File: config.mk
export PLATFORM = sky130hd
export DESIGN_NAME = secded_codec_pipe_flat
export DESIGN_NICKNAME = d
export VERILOG_FILES = /design/src/rtl/secded_codec_pipe_if.sv /design/src/rtl/secded_codec_pipe.sv /design/src/flat_wrapper.sv
export SDC_FILE = /design/constraint.sdc
export NUM_CORES = 1
export LEC_CHECK = 0
export ABC_AREA = 1
export BUFFER_PORTS_ARGS = -buffer_cell sky130_fd_sc_hd__buf_2
export CAP_MARGIN = 20
export CORE_ASPECT_RATIO = 0.9
export CORE_MARGIN = 2
export CORE_UTILIZATION = 55
export DETAILED_ROUTE_END_ITERATION = 12
export PLACE_DENSITY_LB_ADDON = 0.1
export SLEW_MARGIN = 20
export SYNTH_ARGS = -nofsm -noshare
export SYNTH_HDL_FRONTEND = slang
export SYNTH_SLANG_ARGS = --single-unit
File: constraint.sdc
create_clock -name clk -period 2.84 [get_ports clk]
set_input_delay 0.568 -clock clk [delete_from_list [all_inputs] [get_ports clk]]
set_output_delay 0.568 -clock clk [all_outputs]
set_load 0.01 [all_outputs]
File: src/rtl/secded_codec_pipe_if.sv
// Stream interface for the SECDED codec pipe.
//
// Purpose: carries both the input and the output valid/ready handshakes of the
// codec. The codeword width N and syndrome width P are derived from DATA_W.
// The derivation matches the one inside the codec.
//
// Signals:
//   in_valid, in_ready, in_mode, in_word[N-1:0]    input beat (mode 0 = encode, 1 = decode)
//   out_valid, out_ready, out_word[N-1:0]          output beat
//   out_err_single, out_err_double                 decode classification flags
//   out_syndrome[P-1:0]                            decode syndrome (0 for encode beats)
// Modports:
//   master : the side that produces input beats and consumes output beats
//   slave  : the codec itself
interface secded_codec_pipe_if #(
   parameter int DATA_W = 8
);
   // Smallest P with 2^P >= DATA_W + P + 1.
   function automatic int calc_p(input int dw);
      int p;
      p = 1;
      while ((1 << p) < dw + p + 1) p++;
      return p;
   endfunction

   localparam int P = calc_p(DATA_W);
   localparam int N = DATA_W + P + 1;

   logic         in_valid;
   logic         in_ready;
   logic         in_mode;
   logic [N-1:0] in_word;
   logic         out_valid;
   logic         out_ready;
   logic [N-1:0] out_word;
   logic         out_err_single;
   logic         out_err_double;
   logic [P-1:0] out_syndrome;

   modport master (
      output in_valid, in_mode, in_word, out_ready,
      input  in_ready, out_valid, out_word, out_err_single, out_err_double, out_syndrome
   );

   modport slave (
      input  in_valid, in_mode, in_word, out_ready,
      output in_ready, out_valid, out_word, out_err_single, out_err_double, out_syndrome
   );
endinterface

File: src/rtl/secded_codec_pipe.sv
// Pipelined SECDED (extended Hamming) encoder/decoder.
//
// Purpose: each beat is either encoded (DATA_W data -> N-bit codeword) or
// decoded and corrected (N-bit codeword -> DATA_W data plus error flags). The
// per-beat in_mode bit selects which. Both modes go through the same two
// register stages, so latency is 2 cycles and beat order is preserved.
// Saturating counters tally corrected and uncorrectable errors seen on output
// handshakes.
//
// Codeword layout: code[k-1] holds Hamming position k (k = 1..N-1). Positions 2^i
// carry parity bits. Data bits fill the remaining positions in ascending order.
// code[N-1] is the overall even-parity bit p0.
//
// Ports:
//   clk       clock
//   rst       asynchronous active-high reset
//   bus       secded_codec_pipe_if.slave; input/output streams, flags and syndrome
//   cnt_clr   synchronous clear of both counters; wins over an increment
//   ce_count  corrected-error count, saturating
//   ue_count  uncorrectable-error count, saturating
module secded_codec_pipe #(
   parameter int DATA_W = 8,
   parameter int CNT_W  = 16
) (
   input  logic               clk,
   input  logic               rst,
   secded_codec_pipe_if.slave bus,
   input  logic               cnt_clr,
   output logic [CNT_W-1:0]   ce_count,
   output logic [CNT_W-1:0]   ue_count
);

   function automatic int calc_p(input int dw);
      int p;
      p = 1;
      while ((1 << p) < dw + p + 1) p++;
      return p;
   endfunction

   localparam int           P       = calc_p(DATA_W);
   localparam int           N       = DATA_W + P + 1;
   localparam logic [P-1:0] MAX_POS = P'(N - 1);
   localparam logic [N-1:0] ONE     = N'(1);

   // Place data bits at the non-power-of-two positions; every other bit is 0.
   function automatic logic [N-1:0] scatter(input logic [DATA_W-1:0] d);
      logic [N-1:0] r;
      int           j;
      r = '0;
      j = 0;
      for (int k = 1; k < N; k++) begin
         if ((k & (k - 1)) != 0) begin
            r[k-1] = d[j];
            j++;
         end
      end
      return r;
   endfunction

   // Inverse of scatter: pull the data bits back out of a codeword.
   function automatic logic [DATA_W-1:0] gather(input logic [N-1:0] c);
      logic [DATA_W-1:0] r;
      int                j;
      r = '0;
      j = 0;
      for (int k = 1; k < N; k++) begin
         if ((k & (k - 1)) != 0) begin
            r[j] = c[k-1];
            j++;
         end
      end
      return r;
   endfunction

   // Bit i = XOR of every position 1..N-1 whose index has bit i set. For a scattered
   // data word (parity positions zero) this is the parity vector. For a received
   // codeword it is the syndrome.
   function automatic logic [P-1:0] syndrome(input logic [N-1:0] c);
      logic [P-1:0] s;
      s = '0;
      for (int k = 1; k < N; k++) begin
         for (int i = 0; i < P; i++) begin
            if (((k >> i) & 1) != 0) s[i] = s[i] ^ c[k-1];
         end
      end
      return s;
   endfunction

   // Drop the parity bits into positions 2^i, then append the overall parity bit.
   function automatic logic [N-1:0] add_parity(input logic [N-1:0] c, input logic [P-1:0] par);
      logic [N-1:0] r;
      r = c;
      for (int i = 0; i < P; i++) r[(1 << i) - 1] = par[i];
      r[N-1] = ^r[N-2:0];
      return r;
   endfunction

   function automatic logic [CNT_W-1:0] sat_inc(input logic [CNT_W-1:0] c);
      return (&c) ? c : c + CNT_W'(1);
   endfunction

   logic             init_q;
   logic             vld_p1_q, vld_p2_q;
   logic             ld1, ld2;
   logic             mode_p1_q;
   logic [N-1:0]     word_p1_q;
   logic [P-1:0]     syn_p1_q;
   logic             chk_p1_q;
   logic [N-1:0]     word_p1_d;
   logic [P-1:0]     syn_p1_d;
   logic [N-1:0]     word_p2_q, word_p2_d;
   logic             single_p2_q, single_p2_d;
   logic             double_p2_q, double_p2_d;
   logic [P-1:0]     syn_p2_q, syn_p2_d;
   logic [N-1:0]     fixed;
   logic [CNT_W-1:0] ce_q, ce_d, ue_q, ue_d;
   logic             out_hs;

   // A stage loads when it is empty or its content is leaving. init_q holds
   // in_ready low until the first clock after reset release.
   assign ld2 = !vld_p2_q | bus.out_ready;
   assign ld1 = init_q & (!vld_p1_q | ld2);

   // ---- Stage 1: parity (encode) or syndrome + overall check (decode) ----
   // Encode keeps the scattered data word so the parity bits can be inserted later.
   assign word_p1_d = bus.in_mode ? bus.in_word : scatter(bus.in_word[DATA_W-1:0]);
   assign syn_p1_d  = syndrome(word_p1_d);

   always_ff @(posedge clk) begin
      if (ld1 && bus.in_valid) begin
         mode_p1_q <= bus.in_mode;
         word_p1_q <= word_p1_d;
         syn_p1_q  <= syn_p1_d;
         chk_p1_q  <= ^bus.in_word;
      end
   end

   // ---- Stage 2: codeword assembly or classification and correction ----
   always_comb begin
      word_p2_d   = '0;
      single_p2_d = 1'b0;
      double_p2_d = 1'b0;
      syn_p2_d    = '0;
      fixed       = word_p1_q;
      if (!mode_p1_q) begin
         word_p2_d = add_parity(word_p1_q, syn_p1_q);
      end else begin
         syn_p2_d = syn_p1_q;
         if (chk_p1_q) begin
            // Odd overall parity: one bit flipped, unless it points past the codeword.
            if (syn_p1_q == '0) begin
               single_p2_d = 1'b1;
            end else if (syn_p1_q <= MAX_POS) begin
               single_p2_d = 1'b1;
               fixed       = word_p1_q ^ (ONE << (syn_p1_q - 1'b1));
            end else begin
               double_p2_d = 1'b1;
            end
         end else if (syn_p1_q != '0) begin
            double_p2_d = 1'b1;
         end
         word_p2_d = {{(P + 1){1'b0}}, gather(fixed)};
      end
   end

   assign out_hs = vld_p2_q & bus.out_ready;

   always_comb begin
      ce_d = ce_q;
      ue_d = ue_q;
      if (cnt_clr) begin
         ce_d = '0;
         ue_d = '0;
      end else if (out_hs) begin
         if (single_p2_q) ce_d = sat_inc(ce_q);
         if (double_p2_q) ue_d = sat_inc(ue_q);
      end
   end

   always_ff @(posedge clk or posedge rst) begin
      if (rst) begin
         init_q      <= 1'b0;
         vld_p1_q    <= 1'b0;
         vld_p2_q    <= 1'b0;
         word_p2_q   <= '0;
         single_p2_q <= 1'b0;
         double_p2_q <= 1'b0;
         syn_p2_q    <= '0;
         ce_q        <= '0;
         ue_q        <= '0;
      end else begin
         init_q <= 1'b1;
         ce_q   <= ce_d;
         ue_q   <= ue_d;
         if (ld1) vld_p1_q <= bus.in_valid;
         if (ld2) vld_p2_q <= vld_p1_q;
         // Output fields only change when a new beat moves in, so they stay put under backpressure.
         if (ld2 && vld_p1_q) begin
            word_p2_q   <= word_p2_d;
            single_p2_q <= single_p2_d;
            double_p2_q <= double_p2_d;
            syn_p2_q    <= syn_p2_d;
         end
      end
   end

   assign bus.in_ready       = ld1;
   assign bus.out_valid      = vld_p2_q;
   assign bus.out_word       = word_p2_q;
   assign bus.out_err_single = single_p2_q;
   assign bus.out_err_double = double_p2_q;
   assign bus.out_syndrome   = syn_p2_q;
   assign ce_count           = ce_q;
   assign ue_count           = ue_q;

endmodule

File: src/flat_wrapper.sv
// flat-port wrapper written by rule: the top's interface ports become plain ports
module secded_codec_pipe_flat 
#(
   parameter int DATA_W = 8,
   parameter int CNT_W  = 16
)
  (clk, rst, cnt_clr, ce_count, ue_count, bus_in_valid, bus_in_mode, bus_in_word, bus_out_ready, bus_in_ready, bus_out_valid, bus_out_word, bus_out_err_single, bus_out_err_double, bus_out_syndrome);
  secded_codec_pipe_if #(.DATA_W(DATA_W)) bus_i ();
  input  logic clk;
  input  logic rst;
  input  logic cnt_clr;
  output logic [CNT_W-1:0] ce_count;
  output logic [CNT_W-1:0] ue_count;
  input wire logic [$bits(bus_i.in_valid)-1:0] bus_in_valid;
  input wire logic [$bits(bus_i.in_mode)-1:0] bus_in_mode;
  input wire logic [$bits(bus_i.in_word)-1:0] bus_in_word;
  input wire logic [$bits(bus_i.out_ready)-1:0] bus_out_ready;
  output wire logic [$bits(bus_i.in_ready)-1:0] bus_in_ready;
  output wire logic [$bits(bus_i.out_valid)-1:0] bus_out_valid;
  output wire logic [$bits(bus_i.out_word)-1:0] bus_out_word;
  output wire logic [$bits(bus_i.out_err_single)-1:0] bus_out_err_single;
  output wire logic [$bits(bus_i.out_err_double)-1:0] bus_out_err_double;
  output wire logic [$bits(bus_i.out_syndrome)-1:0] bus_out_syndrome;
  assign bus_i.in_valid = bus_in_valid;
  assign bus_i.in_mode = bus_in_mode;
  assign bus_i.in_word = bus_in_word;
  assign bus_i.out_ready = bus_out_ready;
  assign bus_in_ready = bus_i.in_ready;
  assign bus_out_valid = bus_i.out_valid;
  assign bus_out_word = bus_i.out_word;
  assign bus_out_err_single = bus_i.out_err_single;
  assign bus_out_err_double = bus_i.out_err_double;
  assign bus_out_syndrome = bus_i.out_syndrome;
  secded_codec_pipe #(.DATA_W(DATA_W), .CNT_W(CNT_W)) u_core (.clk(clk), .rst(rst), .bus(bus_i), .cnt_clr(cnt_clr), .ce_count(ce_count), .ue_count(ue_count));
endmodule
==> flow_summary.json <==
{
  "gr-total-overflow": 0,
  "place_congestion": 0.935,
  "start_util": 0.558,
  "p_sw_mw": 0.868,
  "power_frac_seq": 0.448,
  "port_buffers": 71,
  "clk_latency_ps": 350,
  "grt_pass1_wl_um": 17300,
  "clock_path_buffers": 2,
  "setup_ws_ps": 806,
  "vias": 4240,
  "met2_usage": 0.422,
  "busiest_layer": "met2",
  "hp-class": "in -> async",
  "pin_count": 72,
  "num_rows": 31,
  "grt_pass1_vias": 3820,
  "drive_gt1_frac": 0.152,
  "total_leakage_power_nw": 2.55,
  "dieArea_sq_mm": 0.00880,
  "drv_cap": 0,
  "internal-power_mw": 1.84,
  "max_slew_margin": 0.535,
  "post-route-util": 0.638,
  "clk_pin_slew_ps": 80,
  "cts_post_setup_buffers_inserted": 0,
  "period_share": 0.716,
  "reg2regPathDepth": 10,
  "cts.repair.resized": 0,
  "insertedDiodeCount": 0,
  "dp_hpwl_um": 7640,
  "ir_worst_vdd_v": 0.000258,
  "grt_usage": 0.242,
  "comb_power_share": 0.230,
  "cts_tree": "yes",
  "fill_cells": 717,
  "postRouteWirelength_um": 10200,
  "synth_fp_nets": 656,
  "pre_cts_slack_ps": 694,
  "avgRoutedWirePerCell_um": 12.7,
  "clock_sinks": 68,
  "routed_via_density": 5.25,
  "netlist_area_sq_mm": 0.00444,
  "use_met1": 0.313,
  "setup_viol": 0,
  "die_y_um": 89.2,
  "finalMaxSlewViolations": 0,
  "ys_seq_elements": 68,
  "crit_required_ps": 3070,
  "ys_warn_count": 0,
  "status": "finished clean",
  "holdBufCountCts": 0,
  "antenna_found_initial": 0,
  "worstPathMaxFanout": 29,
  "finClkSkew_ps": 12.4,
  "drt_iter0_drc": 161,
  "met3_usage": 0.0469,
  "setup_tns_ps": 0,
  "drtAntennaViolNets": 0,
  "reg2reg_from": "u_core.ue_count[0]$_DFFE_PP0P_",
  "swShare": 0.321,
  "fin_crit_ps": 2030,
  "fp.coreArea_sq_mm": 0.00795,
  "ys_seq_area_frac": 0.399,
  "critical_path_class": "reg -> reg",
  "cts-root-buf": "clkbuf_8",
  "fmax_mhz": 492,
  "die_w_um": 98.7,
  "drc": 0,
  "start_kind": "flip-flop",
  "worstReg2RegEnd": "u_core.ue_count[7]$_DFFE_PP0P_",
  "finalHoldViolCount": 0,
  "rsz0062_at_grt": "false",
  "power_density_mw_per_mm2": 533,
  "grt_max_degree": 52,
  "numCtsBuffers": 9,
  "nets": 730,
  "p_clk_frac": 0.322,
  "arrival_ps": 2270,
  "htreeDepth": 3,
  "avgSynthCellArea_sq_um": 7.04,
  "netlist_instances": 630,
  "dr.pass1.iters": 4,
  "end_kind": "flip-flop",
  "syn2layout_area_growth_pct": 14.4,
  "max_slew.worst_pin.slew_ps": 696,
  "startpoint": "u_core.ue_count[0]$_DFFE_PP0P_",
  "regToRegSetupSlack_ps": 810,
  "synth.distinct_cells": 30
}
final cells by class:
class / instances / area [sq um] / area share
clock inverters: 5 / 76.3 / 0.0150
multi-input cells: 484 / 2330 / 0.460
flip-flops and latches: 68 / 1770 / 0.349
repair buffers: 73 / 383 / 0.0754
inverters: 68 / 255 / 0.0503
clock buffers: 11 / 131 / 0.0259
well taps: 99 / 124 / 0.0244
power groups by stage:
stage / registers, mW / clock network, mW / logic [mW]
global placement: 1.23 / 0 / 0.613
global route: 1.23 / 0.927 / 0.724
CTS: 1.21 / 0.882 / 0.629
detailed placement: 1.23 / 0 / 0.627
floorplan: 1.26 / 0 / 0.395
finish: 1.21 / 0.872 / 0.623
stage by stage:
stage          cells  total power [mW]  hold slack [ps]  instance area [sq um]
2_1_floorplan    630              1.65              442                   4440
3_3_place_gp     792              1.84              442                   4870
3_5_place_dp     792              1.86              446                   4870
4_1_cts          808              2.73             67.2                   5070
5_1_grt          808              2.88             67.9                   5080
6_report         808              2.71             72.9                   5080
per-layer routing:
layer | up-vias | wire length [um]
li1 | 2162 | -
met1 | 1961 | 4670
met2 | 101 | 4930
met3 | 16 | 448
met4 | 0 | 170
met5 | - | 0
synthesized netlist by cell type (all sizes together):
cell    count  area [sq um]
nor2       59           239
edfxtp     14           420
xnor2      20           175
nand2     239           902
o22ai       2          12.5
dfrtp      54          1350
clkbuf      2          7.51
nand2b      2          12.5
or2         5          31.3
inv        68           255
nand4      16           100
nor3        1          5.00
nand3b      2          15.0
o21bai      9          67.6
nand3      65           348
and2        1          8.76
ha          7          87.6
conb        1          3.75
o21ai      44           228
buf         8          71.3
xor2       11          96.3
state kept, by name, summed over array words and instances (netlist names):
name / flops
u_core.mode_p1_q: 1
u_core.bus.out_syndrome: 4
u_core.init_q: 1
u_core.word_p1_q: 8
u_core.bus.out_word: 13
u_core.bus.out_err_single: 1
u_core.bus.out_valid: 1
u_core.syn_p1_q: 4
u_core.chk_p1_q: 1
u_core.ue_count: 16
u_core.bus.out_err_double: 1
u_core.vld_p1_q: 1
u_core.ce_count: 16
how the worst max path moves through the flow:
stage,endpoint,slack [ps]
after floorplan,u_core.bus.out_err_double$_DFFE_PP0P_,960
after global placement,u_core.word_p1_q[10]$_DFFE_PP_,750
after detailed placement,u_core.word_p1_q[10]$_DFFE_PP_,690
after CTS,u_core.ue_count[7]$_DFFE_PP0P_,810
after global routing,u_core.ue_count[7]$_DFFE_PP0P_,570
final,u_core.ue_count[7]$_DFFE_PP0P_,810
cell families (layout without fill, tap and decap cells):
kind of cell,after synthesis,count (layout),share of synthesized area
AO/OA/AOI/OAI,55,55,0.0694
adder cells (fa/ha/maj),7,7,0.0197
buffers and inverters,78,157,0.0753
flip-flops,68,68,0.399
XOR/XNOR,31,31,0.0612
other,1,1,0.000845
AND/OR/NAND/NOR,390,390,0.374
critical path, stage by stage, from the launching register on:
cell	delay [ps]
dfrtp_1	490
ha_1	290
nand3_2	130
inv_2	100
nand2_2	60
nor2_1	90
nand2_1	60
nand2_2	360
inv_1	160
nand2_1	110
nand2_1	50
cell usage in the layout, fill, tap and decap left out:
master | synthesis | layout
nand2b_1 | 2 | 2
o22ai_1 | 2 | 2
ha_1 | 7 | 7
inv_2 | 4 | 5
nand2_2 | 2 | 2
nand3_1 | 62 | 62
o21ai_2 | 2 | 2
o21ai_1 | 3 | 3
nand2_1 | 237 | 237
clkinv_1 | 0 | 1
xor2_1 | 11 | 11
bufinv_16 | 0 | 2
nand3b_1 | 2 | 2
nor3_1 | 1 | 1
buf_4 | 0 | 1
o21ai_0 | 39 | 39
nand3_4 | 1 | 1
or2_2 | 5 | 5
nor2_4 | 2 | 2
edfxtp_1 | 14 | 14
clkinvlp_4 | 0 | 1
clkbuf_1 | 2 | 2
buf_2 | 3 | 71
clkbuf_8 | 0 | 9
o21bai_1 | 9 | 9
conb_1 | 1 | 1
dfrtp_1 | 54 | 54
xnor2_1 | 20 | 20
inv_1 | 64 | 63
clkinv_2 | 0 | 1
nor2_1 | 56 | 55
nand3_2 | 2 | 2
buf_12 | 0 | 1
and2_4 | 1 | 1
nor2_2 | 1 | 2
nand4_1 | 16 | 16
No activity file was read; power rests on OpenSTA's default activity.
